==> src/rtl/sdram_bridge_pkg.sv <==
// Shared definitions for the SDRAM byte bridge: FSM and op encodings,
// default strobe timing, and byte-lane helpers used by the bridge and cache.
package sdram_bridge_pkg;

  // Default timing in clk50mhz cycles. RD_WAIT covers a refresh plus RAS/CAS
  // in the controller; GAP lets the controller's IDLE state see the deassert.
  localparam int RD_WAIT_DEF = 10;
  localparam int WR_WAIT_DEF = 8;
  localparam int GAP_DEF     = 4;
  localparam int CNT_W       = 4;

  typedef enum logic [2:0] {
    IDLE   = 3'd0,
    RD_REQ = 3'd1,
    RD_GAP = 3'd2,
    WR_REQ = 3'd3,
    WR_GAP = 3'd4,
    DONE   = 3'd5,
    REL    = 3'd6
  } state_t;

  typedef enum logic {
    OP_RD = 1'b0,
    OP_WR = 1'b1
  } op_t;

  // Replace one byte lane of a word; lane 0 is [7:0], lane 1 is [15:8].
  function automatic logic [15:0] lane_merge(input logic [15:0] word,
                                             input logic        lane,
                                             input logic [7:0]  data);
    logic [15:0] merged;
    merged = word;
    if (lane) merged[15:8] = data;
    else      merged[7:0]  = data;
    return merged;
  endfunction

  // Pick one byte lane out of a word.
  function automatic logic [7:0] lane_select(input logic [15:0] word,
                                             input logic        lane);
    return lane ? word[15:8] : word[7:0];
  endfunction

endpackage

==> src/rtl/sdram_word_cache.sv <==
// One-entry word cache in front of the SDRAM: a single tag/data/valid set,
// combinational hit compare and a one-cycle update port. Only built when
// SDRAM_WORD_CACHE_EN is defined in the bridge.
module sdram_word_cache (
  input  logic        clk50mhz,
  input  logic        reset,
  input  logic [21:0] lookup_addr,
  output logic        hit,
  output logic [15:0] hit_data,
  input  logic        upd_en,
  input  logic [21:0] upd_addr,
  input  logic [15:0] upd_data
);

  logic [21:0] tag;
  logic [15:0] data;
  logic        valid;

  // Entry storage: reset invalidates, an update overwrites the whole word.
  always_ff @(posedge clk50mhz) begin
    if (reset) begin
      tag   <= '0;
      data  <= '0;
      valid <= 1'b0;
    end else if (upd_en) begin
      tag   <= upd_addr;
      data  <= upd_data;
      valid <= 1'b1;
    end
  end

  // Hit when the stored word address matches the lookup.
  always_comb begin
    hit      = valid && (tag == lookup_addr);
    hit_data = data;
  end

endmodule

==> src/rtl/sdram_byte_bridge.sv <==
// CPU byte bus to 16-bit SDRAM controller bridge. Reads issue one sd_rd
// pulse; writes are read-modify-write because the controller has DQM tied
// low. Every output is registered. Define SDRAM_WORD_CACHE_EN to add a
// one-entry word cache that short-circuits repeat accesses to one word.
//
//  state  | meaning
//  -------+------------------------------------------------------------
//  IDLE   | waiting for cpu_rd / cpu_wr (write wins when both are high)
//  RD_REQ | sd_rd held high RD_WAIT cycles, word captured on the last
//  RD_GAP | sd_rd low GAP cycles; writes merge the byte here
//  WR_REQ | sd_we_n held low WR_WAIT cycles
//  WR_GAP | sd_we_n high GAP cycles
//  DONE   | cpu_ready pulse, read byte presented
//  REL    | wait for the CPU to drop its request
module sdram_byte_bridge
  import sdram_bridge_pkg::*;
#(
  parameter int RD_WAIT = RD_WAIT_DEF,
  parameter int WR_WAIT = WR_WAIT_DEF,
  parameter int GAP     = GAP_DEF
) (
  input  logic        clk50mhz,
  input  logic        reset,
  input  logic [22:0] cpu_addr,
  input  logic [7:0]  cpu_wdata,
  input  logic        cpu_rd,
  input  logic        cpu_wr,
  output logic [7:0]  cpu_rdata,
  output logic        cpu_ready,
  output logic [21:0] sd_addr,
  output logic [15:0] sd_wdata,
  output logic        sd_rd,
  output logic        sd_we_n,
  input  logic [15:0] sd_rdata
);

  localparam logic [CNT_W-1:0] RD_LOAD  = CNT_W'(RD_WAIT - 1);
  localparam logic [CNT_W-1:0] WR_LOAD  = CNT_W'(WR_WAIT - 1);
  localparam logic [CNT_W-1:0] GAP_LOAD = CNT_W'(GAP - 1);

  state_t           state, state_nxt;
  op_t              op, op_nxt;
  logic [CNT_W-1:0] cnt, cnt_nxt;
  logic             lane, lane_nxt;
  logic [7:0]       wbyte, wbyte_nxt;
  logic [15:0]      word, word_nxt;

  logic [21:0]      sd_addr_nxt;
  logic [15:0]      sd_wdata_nxt;
  logic             sd_rd_nxt, sd_we_n_nxt;
  logic             cpu_ready_nxt;
  logic [7:0]       cpu_rdata_nxt;

  logic             cache_hit;
  logic [15:0]      cache_data;

`ifdef SDRAM_WORD_CACHE_EN
  // The entry is refreshed with the full word as each access completes.
  logic cache_upd;
  assign cache_upd = (state == DONE);

  sdram_word_cache u_cache (
    .clk50mhz    (clk50mhz),
    .reset       (reset),
    .lookup_addr (cpu_addr[22:1]),
    .hit         (cache_hit),
    .hit_data    (cache_data),
    .upd_en      (cache_upd),
    .upd_addr    (sd_addr),
    .upd_data    (word)
  );
`else
  assign cache_hit  = 1'b0;
  assign cache_data = '0;
`endif

  // State register.
  always_ff @(posedge clk50mhz) begin
    if (reset) state <= IDLE;
    else       state <= state_nxt;
  end

  // Datapath and registered outputs; reset drops strobes on the next cycle.
  always_ff @(posedge clk50mhz) begin
    if (reset) begin
      op        <= OP_RD;
      cnt       <= '0;
      lane      <= 1'b0;
      wbyte     <= '0;
      word      <= '0;
      sd_addr   <= '0;
      sd_wdata  <= '0;
      sd_rd     <= 1'b0;
      sd_we_n   <= 1'b1;
      cpu_ready <= 1'b0;
      cpu_rdata <= '0;
    end else begin
      op        <= op_nxt;
      cnt       <= cnt_nxt;
      lane      <= lane_nxt;
      wbyte     <= wbyte_nxt;
      word      <= word_nxt;
      sd_addr   <= sd_addr_nxt;
      sd_wdata  <= sd_wdata_nxt;
      sd_rd     <= sd_rd_nxt;
      sd_we_n   <= sd_we_n_nxt;
      cpu_ready <= cpu_ready_nxt;
      cpu_rdata <= cpu_rdata_nxt;
    end
  end

  // Next-state and next-output logic; counters load WAIT-1 on state entry.
  always_comb begin
    state_nxt     = state;
    op_nxt        = op;
    cnt_nxt       = cnt;
    lane_nxt      = lane;
    wbyte_nxt     = wbyte;
    word_nxt      = word;
    sd_addr_nxt   = sd_addr;
    sd_wdata_nxt  = sd_wdata;
    sd_rd_nxt     = sd_rd;
    sd_we_n_nxt   = sd_we_n;
    cpu_ready_nxt = 1'b0;
    cpu_rdata_nxt = cpu_rdata;

    unique case (state)
      IDLE: begin
        if (cpu_wr || cpu_rd) begin
          op_nxt      = cpu_wr ? OP_WR : OP_RD;
          sd_addr_nxt = cpu_addr[22:1];
          lane_nxt    = cpu_addr[0];
          wbyte_nxt   = cpu_wdata;
          if (cache_hit && cpu_wr) begin
            word_nxt     = lane_merge(cache_data, cpu_addr[0], cpu_wdata);
            sd_wdata_nxt = word_nxt;
            sd_we_n_nxt  = 1'b0;
            cnt_nxt      = WR_LOAD;
            state_nxt    = WR_REQ;
          end else if (cache_hit) begin
            word_nxt  = cache_data;
            cnt_nxt   = '0;
            state_nxt = DONE;
          end else begin
            sd_rd_nxt = 1'b1;
            cnt_nxt   = RD_LOAD;
            state_nxt = RD_REQ;
          end
        end
      end

      RD_REQ: begin
        if (cnt == '0) begin
          word_nxt  = sd_rdata;
          sd_rd_nxt = 1'b0;
          cnt_nxt   = GAP_LOAD;
          state_nxt = RD_GAP;
        end else begin
          cnt_nxt = cnt - 1'b1;
        end
      end

      RD_GAP: begin
        if (cnt != '0) begin
          cnt_nxt = cnt - 1'b1;
        end else if (op == OP_WR) begin
          word_nxt     = lane_merge(word, lane, wbyte);
          sd_wdata_nxt = word_nxt;
          sd_we_n_nxt  = 1'b0;
          cnt_nxt      = WR_LOAD;
          state_nxt    = WR_REQ;
        end else begin
          state_nxt = DONE;
        end
      end

      WR_REQ: begin
        if (cnt == '0) begin
          sd_we_n_nxt = 1'b1;
          cnt_nxt     = GAP_LOAD;
          state_nxt   = WR_GAP;
        end else begin
          cnt_nxt = cnt - 1'b1;
        end
      end

      WR_GAP: begin
        if (cnt == '0) state_nxt = DONE;
        else           cnt_nxt   = cnt - 1'b1;
      end

      DONE: begin
        cpu_ready_nxt = 1'b1;
        if (op == OP_RD) cpu_rdata_nxt = lane_select(word, lane);
        state_nxt = REL;
      end

      REL: begin
        if (!cpu_rd && !cpu_wr) state_nxt = IDLE;
      end

      default: state_nxt = IDLE;
    endcase
  end

endmodule
==> config.mk <==
export PLATFORM = sky130hd
export DESIGN_NAME = sdram_byte_bridge
export DESIGN_NICKNAME = d
export VERILOG_FILES = /design/src/rtl/sdram_bridge_pkg.sv /design/src/rtl/sdram_word_cache.sv /design/src/rtl/sdram_byte_bridge.sv
export SDC_FILE = /design/constraint.sdc
export NUM_CORES = 1
export LEC_CHECK = 0
export ABC_CLOCK_PERIOD_IN_PS = 2000
export BUFFER_PORTS_ARGS = -buffer_cell sky130_fd_sc_hd__clkbuf_2
export CELL_PAD_IN_SITES_DETAIL_PLACEMENT = 1
export CELL_PAD_IN_SITES_GLOBAL_PLACEMENT = 2
export CORE_ASPECT_RATIO = 0.6
export CORE_MARGIN = 4
export CORE_UTILIZATION = 30
export DETAILED_ROUTE_END_ITERATION = 16
export HOLD_SLACK_MARGIN = 0.02
export PLACE_DENSITY_LB_ADDON = 0.1
export SYNTH_ARGS = -nofsm -noshare
export SYNTH_HDL_FRONTEND = slang
export SYNTH_SLANG_ARGS = --single-unit
==> constraint.sdc <==
create_clock -name clk50mhz -period 2 [get_ports clk50mhz]
set_input_delay 0.6 -clock clk50mhz [delete_from_list [all_inputs] [get_ports clk50mhz]]
set_output_delay 0.6 -clock clk50mhz [all_outputs]
set_load 0.05 [all_outputs]
# Yosys cells after proc, flatten, opt, wreduce, memory -nomap -nowiden
# Index checks and enable logic that the tools add are counted.
# Widths: inputs -> output; s select.
classes:
  eq_ne: 15
  bitwise_logic: 2
  reduce_logical: 20
  n_mux: 30
  addsub: 1
ops:
  columns: ["operator", "count"]
  rows:
  - ["$mux 16", 3]
  - ["$pmux 16 s2", 1]
  - ["$mux 8", 3]
  - ["$mux 3", 7]
  - ["$pmux 3 s7", 1]
  - ["$mux 4", 5]
  - ["$ne 2x2->1 const B", 8]
  - ["$pmux 4 s4", 1]
  - ["$reduce_and 4->1", 3]
  - ["$eq 3x3->1 const B", 3]
  - ["$reduce_bool 4->1", 2]
  - ["$mux 1", 7]
  - ["$eq 3x2->1 const B", 2]
  - ["$reduce_and 3->1", 2]
  - ["$reduce_and 6->1", 1]
  - ["$reduce_bool 2->1", 3]
  - ["$logic_not 4->1", 1]
  - ["$pmux 1 s2", 2]
  - ["$reduce_and 2->1", 2]
  - ["$sub 4x1->4 const B", 1]
  - ["$eq 3x1->1 const B", 1]
  - ["$logic_not 3->1", 1]
  - ["$ne 3x3->1 const B", 1]
  - ["$logic_not 1->1", 2]
  - ["other kinds (4)", 5]
totals:
  word_cells: 80
  inputBits: 51
  ff_bits: 82
  output_inout_bits: 49

# Depth between registers and ports, before layout
# Gate-level depths: netlist of the first run.
logic_depth:
  ltp_word: 4
  mapped_depth: 8
  mapped_depth_nobuf: 6

# Worst setup path after synthesis of the first run
# Ideal clock, no wire load.
synth_timing:
  path_type: "register to register"
  start: "register cnt[0]"
  end: "register word[2]"
  period_less_slack_ns: 1.754
  n_path_buf: 2
  required_ns: 1.929
  stages_incl_launch_ff: 9
  t_arrival_ns: 1.683
  setup_slack_ns: 0.246
  setup_ns: 0.071
  cell_sequence: "dfxtp_1 inv_1 ha_1 or3b_1 buf_6 a211oi_4 buf_6 o211ai_1 a21oi_1"
synth_via:
  elab_chain_len: 3
  word_cells_on_any_way: 5
  classes_between: "eq/ne: 2; reduce/logical: 3"
synth_rtl:
  columns: ["element", "line", "rtl"]
  rows:
  - ["start: declaration", "sdram_byte_bridge.sv:43", "logic [CNT_W-1:0] cnt, cnt_nxt;"]
  - ["start signal: assignment", "sdram_byte_bridge.sv:99", "cnt <= cnt_nxt;"]
  - ["$reduce_bool 4->1 or $logic_not 4->1 (tied branches)", "sdram_byte_bridge.sv:164, sdram_byte_bridge.sv:153", null]
  - ["$ne 2x2->1 (no source line)", null, null]
  - ["$reduce_and 4->1 (no source line) *", null, null]
  - ["end signal: assignment", "sdram_byte_bridge.sv:102", "word <= word_nxt;"]
  - ["end: declaration", "sdram_byte_bridge.sv:46", "logic [15:0] word, word_nxt;"]
# Every way passes the cells marked *; elsewhere a longest branch is shown, timed or not.
# A chain may end at the register's enable or synchronous reset.

# Final worst setup path of the first run
layout_timing:
  start: "register cnt[0]"
  end: "register sd_wdata[6]"
layout_via:
  elab_chain_len: 3
layout_rtl:
  columns: ["element", "line", "rtl"]
  rows:
  - ["$reduce_bool 4->1", "sdram_byte_bridge.sv:164", "if (cnt != '0) begin"]
  - ["$not 1->1 (no source line)", null, null]
  - ["$reduce_and 3->1 (no source line)", null, null]
  - ["end signal: assignment", "sdram_byte_bridge.sv:104", "sd_wdata <= sd_wdata_nxt;"]
  - ["end: declaration", "sdram_byte_bridge.sv:31", "output logic [15:0] sd_wdata,"]
# No other way between the ends.

==> results.cfg, run 1 <==
[run_status]
status = finished clean

[global_route]
grt_usage_pct = 16.1
grt_pass1_vias = 3422
grt-ovfl-total = 0
grt_pass1_wl_mm = 17.4
antenna_found_initial = 0
grt_max_degree = 33

[worst_setup_path]
cp.buffers_inverters = 3
worstSetupPathType = flip-flop to flip-flop
cp_cell_sequence = inv_1, ha_1, buf_4, nor3b_1, and3_1, buf_4, nor2_1, a211oi_1
endpoint_kind = flip-flop
cp.arrival_ns = 2.03
crit_required_ns = 2.25
cpPeakStageDelay_ns = 0.34
critPathLaunchType = flip-flop
path_delay_family = simple AND/OR/NAND/NOR gates
crit_top_cell = buf_4
cpMaxStageDelayCell = dfxtp_1
cp_max_fo = 9

[clock_tree]
cts_hold_buf = 0
numCtsBuffers = 9
cts.sinks = 82
htree_levels = 3
clk_pin_slew_ns = 0.06
cts_tree = done
cts-root-buf = clkbuf_16
insertion_delay_ns = 0.34
clock_path_buffers = 2

[finish]
fillCellCount = 1392
stdcell_count = 681
num-nets-final = 568
layout_commonest_cell = clkbuf_2
drive_gt1_share_pct = 28.0
syn_to_final_growth_pct = 30.4
final_cell_mix = clkbuf_2 (99), nand2_1 (96), dfxtp_1 (82)
diodes = 0

[sta]
finClkSkew_ns = 0.00807
hold_viol_final = 0
period_share_pct = 88.9
rsz0062_at_grt = no
worstMarginPinSlew_ns = 0.558
period_needed_ns = 1.78
finalMaxSlewViolations = 0
setup-tns-final_ns = 0
max_slew_margin_pct = 62.7
setup_viol = 0
max_freq_mhz = 562

[floorplan]
io_pins = 100
fp.dieW_um = 148
die_h_um = 92.1
die-area_um2 = 13600
initial_core_util_pct = 31.0
rows = 30
core_area_um2 = 11400

[synth]
synth_fa_ha_area_share_pct = 0.354
synth_xor_xnor_area_share_pct = 0.248
synth_cells = 419
synth_mux_area_share_pct = 6.79
synth_top_family_by_area = compound AO/OA/AOI/OAI gates
synth_warnings = 0
ys_ff_latch = 82
synthesis.nets = 471
netlist_area_um2 = 3540
synth_compound_area_share_pct = 21.5
yosysUniqueCellTypes = 39
syn_avg_cell_area_um2 = 8.44
yosys.area_share.simple_pct = 18.2
ys_seq_area_share_pct = 46.4

[power]
peakVddDrop_mv = 0.463
pwr-share-seq_pct = 39.8
combPwrFrac_pct = 21.4
p_sw_mw = 1.43
power.density_nw_per_um2 = 1020
p_leak_nw = 1.80
clock_power_share_pct = 38.7
p_sw_share_pct = 30.5
intPower_mw = 3.25

[job]
drv_cap = 0

[detailed_routing]
wl_mm = 10.6
vias = 3298
drt-initial-drc-count = 120
via_per_inst = 4.84
top_layer_used = met4
met1_length_mm = 4.93
wl_met2_mm = 5.02
wl_per_cell_um = 15.5
route.met3.wl_um = 494
postRouteAntennaNets = 0
firstDrtPassIters = 4
drc = 0

[worst_hold_path]
hp-class = flip-flop to flip-flop

[placed_design]
portBuffers = 99
hpwlAfterDp_mm = 7.76
placed_cells = 665
globalplace.congestion = 0.778
==> cells by family (layout without fill, tap and decap cells) <==
| family | Yosys count | in the layout |
|---|---|---|
| flip-flops | 82 | 82 |
| XOR/XNOR | 1 | 1 |
| adder cells (fa/ha/maj) | 1 | 1 |
| AND/OR/NAND/NOR | 152 | 152 |
| multiplexers | 24 | 24 |
| buffers and inverters | 40 | 142 |
| AO/OA/AOI/OAI | 119 | 119 |
==> layout make-up <==
type | instances | area (um^2) | area share [%]
Clock buffer | 10 | 239 | 5.18
Clock inverter | 6 | 90.1 | 1.95
Inverter | 5 | 18.8 | 0.407
Multi-Input combinational cell | 297 | 1690 | 36.6
Sequential cell | 82 | 1640 | 35.6
Tap cell | 160 | 200 | 4.34
Timing Repair Buffer | 121 | 736 | 16.0
==> per-layer routing <==
metal / vias up / GRT usage, %
met5: - / 0
met4: 0 / 4.84
met3: 13 / 5.04
met2: 63 / 27.1
met1: 1568 / 19.8
li1: 1654 / -
==> worst paths after layout <==
path              slack [ns]  cells past startpoint                       end                startpoint
hold / removal          0.45                      2  sd_addr[11]$_SDFFE_PP0P_  sd_addr[11]$_SDFFE_PP0P_
hold reg to reg         0.45                      2  sd_addr[11]$_SDFFE_PP0P_  sd_addr[11]$_SDFFE_PP0P_
setup reg to reg        0.22                      8  sd_wdata[6]$_SDFFE_PP0P_       cnt[0]$_SDFFE_PP0P_
setup / recovery        0.22                      8  sd_wdata[6]$_SDFFE_PP0P_       cnt[0]$_SDFFE_PP0P_
==> synth_stat cells <==
| cell | n | area (um^2) |
|---|---|---|
| dfxtp_1 | 82 | 1640 |
| nand3b_1 | 2 | 15.0 |
| o21ai_0 | 8 | 40.0 |
| a2bb2oi_1 | 1 | 8.76 |
| and4bb_2 | 1 | 12.5 |
| o32ai_1 | 1 | 8.76 |
| a211oi_1 | 28 | 210 |
| a21o_2 | 1 | 8.76 |
| o211ai_1 | 16 | 120 |
| nand2b_1 | 1 | 6.26 |
| a211o_2 | 1 | 10.0 |
| nor3b_1 | 1 | 7.51 |
| nor3b_4 | 1 | 18.8 |
| nor3_1 | 4 | 20.0 |
| ha_1 | 1 | 12.5 |
| and2_1 | 1 | 6.26 |
| nand2_1 | 96 | 360 |
| mux2i_1 | 24 | 240 |
| buf_2 | 12 | 60.1 |
| clkbuf_1 | 12 | 45.0 |
| buf_4 | 4 | 30.0 |
| a221oi_1 | 1 | 8.76 |
| o21a_1 | 1 | 7.51 |
| inv_1 | 5 | 18.8 |
| a31oi_1 | 3 | 18.8 |
| or3b_1 | 1 | 8.76 |
| dlygate4sd3_1 | 1 | 10.0 |
| and3_1 | 1 | 6.26 |
| buf_6 | 6 | 67.6 |
| nand3_1 | 1 | 5.00 |
| nor2_1 | 36 | 135 |
| a22oi_1 | 2 | 15.0 |
| or3_1 | 1 | 6.26 |
| a21oi_1 | 53 | 265 |
| xnor2_1 | 1 | 8.76 |
| or4_1 | 2 | 15.0 |
| a211oi_4 | 1 | 20.0 |
| a311oi_1 | 2 | 17.5 |
| nor2b_1 | 3 | 18.8 |
==> timing repair <==
item | in CTS | in global routing
setup endpoints to repair | 0 | 5
gates resized for setup | 0 | 3
setup buffers | 0 | 0
==> power groups by stage <==
stage                     Clock [mW]  Sequential [mW]  Combinational (mW)
final                           1.81             1.87                1.00
after CTS                       1.87             1.87                1.01
after global routing            1.95             1.89                1.10
after floorplan                    0             2.05               0.518
after global placement             0             1.90               0.980
after detailed placement           0             1.90                1.00
==> worst min-delay path: cells and delay by family (launching register included) <==
kind	cells	cell delay (ns)
compound gates	1	0.05
flops	1	0.31
simple gates	1	0.05
==> sequential cells by signal (all words and copies together), names as in the netlist <==
name / flops
op: 1
lane: 1
state: 3
word: 16
sd_we_n: 1
sd_wdata: 16
cpu_rdata: 8
cpu_ready: 1
sd_rd: 1
sd_addr: 22
wbyte: 8
cnt: 4
==> stage by stage <==
step	instance area (um^2)	hold WS [ns]	utilization, %	setup slack (ns)	total power [mW]
after global routing	4610	0.469	40.4	0.00488	4.94
final	4610	0.454	40.4	0.221	4.68
after detailed placement	4270	0.448	37.4	0.0568	2.90
after global placement	4270	0.441	37.4	0.102	2.88
after floorplan	3540	0.444	-	0.246	2.57
after CTS	4590	0.457	40.3	0.0953	4.74
No activity file was read; power rests on OpenSTA's default activity.
==> run 2: changes to the inputs <==
- CELL_PAD_IN_SITES_GLOBAL_PLACEMENT: 2 -> 1
- CORE_UTILIZATION: 30 -> 38
- REMOVE_ABC_BUFFERS: not set -> 1
==> run 2 against run 1 <==
Global-route usage is 3.4 points higher; worst setup slack worse by 0.082 ns; critical path depth is 2 lower; sequential share of layout area is 1.6 points higher; sequential power hardly changed; largest cell class unchanged; largest power group unchanged.
==> results.cfg, run 2 (same netlist as run 1, synthesis figures left out) <==
[worst_setup_path]
critPathLaunchType = flip-flop
cp_cell_sequence = inv_1, ha_1, or3b_4, a211o_2, nand2_1, a21oi_1
endpoint_kind = flip-flop
cp.buffers_inverters = 1
crit_required_ns = 2.21
path_delay_family = simple AND/OR/NAND/NOR gates
cp_max_fo = 16
cp.arrival_ns = 2.07
cpPeakStageDelay_ns = 0.48
cpMaxStageDelayCell = or3b_4
worstSetupPathType = flip-flop to flip-flop

[detailed_routing]
drt-initial-drc-count = 162
postRouteAntennaNets = 0
wl_mm = 10.3
drc = 0
vias = 3302
wl_per_cell_um = 16.5
via_per_inst = 5.30
firstDrtPassIters = 4

[clock_tree]
clock_path_buffers = 2
cts_hold_buf = 0
numCtsBuffers = 9
cts_tree = done
cts.sinks = 82
clk_pin_slew_ns = 0.06
post-cts-setup-buffers = 0
insertion_delay_ns = 0.33
cts-root-buf = clkbuf_16
htree_levels = 3
post_cts_resized = 0

[global_route]
grt_use_met1_pct = 26.5
grt_pass1_vias = 3268
grt-ovfl-total = 0
grt_pass1_wl_mm = 16.8
grt_usage_pct = 19.5
antenna_found_initial = 0
top_usage_layer = met2
grt_max_degree = 63
grt_use_met2_pct = 30.6
use_met3_pct = 5.81

[finish]
diodes = 0
syn_to_final_growth_pct = 24.7
layout_commonest_cell = clkbuf_2
final_cell_mix = clkbuf_2 (99), nand2_1 (96), dfxtp_1 (82)
num-nets-final = 559
largest_register_ffs = 22
fin_util_pct = 50.2
largestRegisters = sd_addr x22, sd_wdata x16, word x16
fillCellCount = 1090
largest_register = sd_addr
drive_gt1_share_pct = 26.8

[floorplan]
fp.dieW_um = 133
die_h_um = 82.7
initial_core_util_pct = 40.3
core_area_um2 = 8780
die-area_um2 = 11000
rows = 26
io_pins = 100

[sta]
finClkSkew_ns = 0.00754
period_share_pct = 93.0
rsz0062_at_grt = no
max_slew_margin_pct = 65.9
max_freq_mhz = 538
period_needed_ns = 1.86
setup_viol = 0
finalMaxSlewViolations = 0
hold_viol_final = 0
worstMarginPinSlew_ns = 0.511

[power]
combPwrFrac_pct = 22.4
p_sw_share_pct = 32.1
intPower_mw = 2.95
power.density_nw_per_um2 = 987
clock_power_share_pct = 34.9
pwr-share-seq_pct = 42.7
peakVddDrop_mv = 0.426
p_sw_mw = 1.40
p_leak_nw = 1.73
finalPower_mw = 4.35

[placed_design]
portBuffers = 99
hpwlAfterDp_mm = 7.31
globalplace.congestion = 0.799

[run_status]
status = finished clean

[worst_hold_path]
hp-class = flip-flop to flip-flop

[job]
drv_cap = 0
==> run 2: changes by cell type in the layout (fill, tap and decap cells not counted) <==
cell and delta:
bufinv_16 -2, nor3b_2 +1, buf_4 -8, a211o_4 -1, clkinv_2 +2, a211o_2 +1, clkinv_4 -1, nor3b_1 -1
buf_12 -1
==> run 2: stage by stage <==
step / cell area [um^2] / setup slack (ns) / TNS, ns / hold WS, ns / std cells
2_1_floorplan: 3320 / -0.574 / -24.62 / 0.438 / 384
3_3_place_gp: 4130 / 0.0316 / 0 / 0.441 / 608
5_1_grt: 4410 / 0.0179 / 0 / 0.474 / 623
4_1_cts: 4400 / 0.0441 / 0 / 0.457 / 623
6_report: 4410 / 0.140 / 0 / 0.453 / 623
3_5_place_dp: 4130 / -0.00150 / -0.00150 / 0.449 / 608
==> run 2: per-layer routing <==
layer / part of all wire [%] / routed length (um)
met3: 5.1 / 522
met4: 0.38 / 39
met1: 50 / 5130
met2: 45 / 4600
met5: 0 / 0
==> run 2: cell type report <==
class / instances / area [um^2] / area share (%)
multi-input cells: 297 / 1680 / 38.2
flip-flops and latches: 82 / 1640 / 37.2
repair buffers: 112 / 656 / 14.9
clock buffers: 10 / 239 / 5.42
well taps: 112 / 140 / 3.18
clock inverters: 5 / 31.3 / 0.709
inverters: 5 / 18.8 / 0.426
==> run 2: power by group through the flow <==
| stage | sequential (mW) | clock (mW) | combinational, mW |
|---|---|---|---|
| 2_1_floorplan | 2.08 | 0 | 0.404 |
| 3_3_place_gp | 1.88 | 0 | 0.944 |
| 3_5_place_dp | 1.89 | 0 | 0.970 |
| 4_1_cts | 1.86 | 1.56 | 0.972 |
| 5_1_grt | 1.88 | 1.64 | 1.07 |
| 6_report | 1.86 | 1.52 | 0.974 |
==> run 2: worst paths after layout <==
check                           slack [ns]                       end                     start  depth (start not counted)
worst max register to register        0.14      word[0]$_SDFFE_PP0P_       cnt[0]$_SDFFE_PP0P_                          6
worst min-delay path                  0.45  sd_addr[20]$_SDFFE_PP0P_  sd_addr[20]$_SDFFE_PP0P_                          2
worst max-delay path                  0.14      word[0]$_SDFFE_PP0P_       cnt[0]$_SDFFE_PP0P_                          6
worst min register to register        0.45  sd_addr[20]$_SDFFE_PP0P_  sd_addr[20]$_SDFFE_PP0P_                          2
==> run 2: worst reg2reg max path: stages, from the launching register on <==
cell and delay, ns:
dfxtp_1 0.33, inv_1 0.06, ha_1 0.23, or3b_4 0.48, a211o_2 0.45, nand2_1 0.14, a21oi_1 0.06
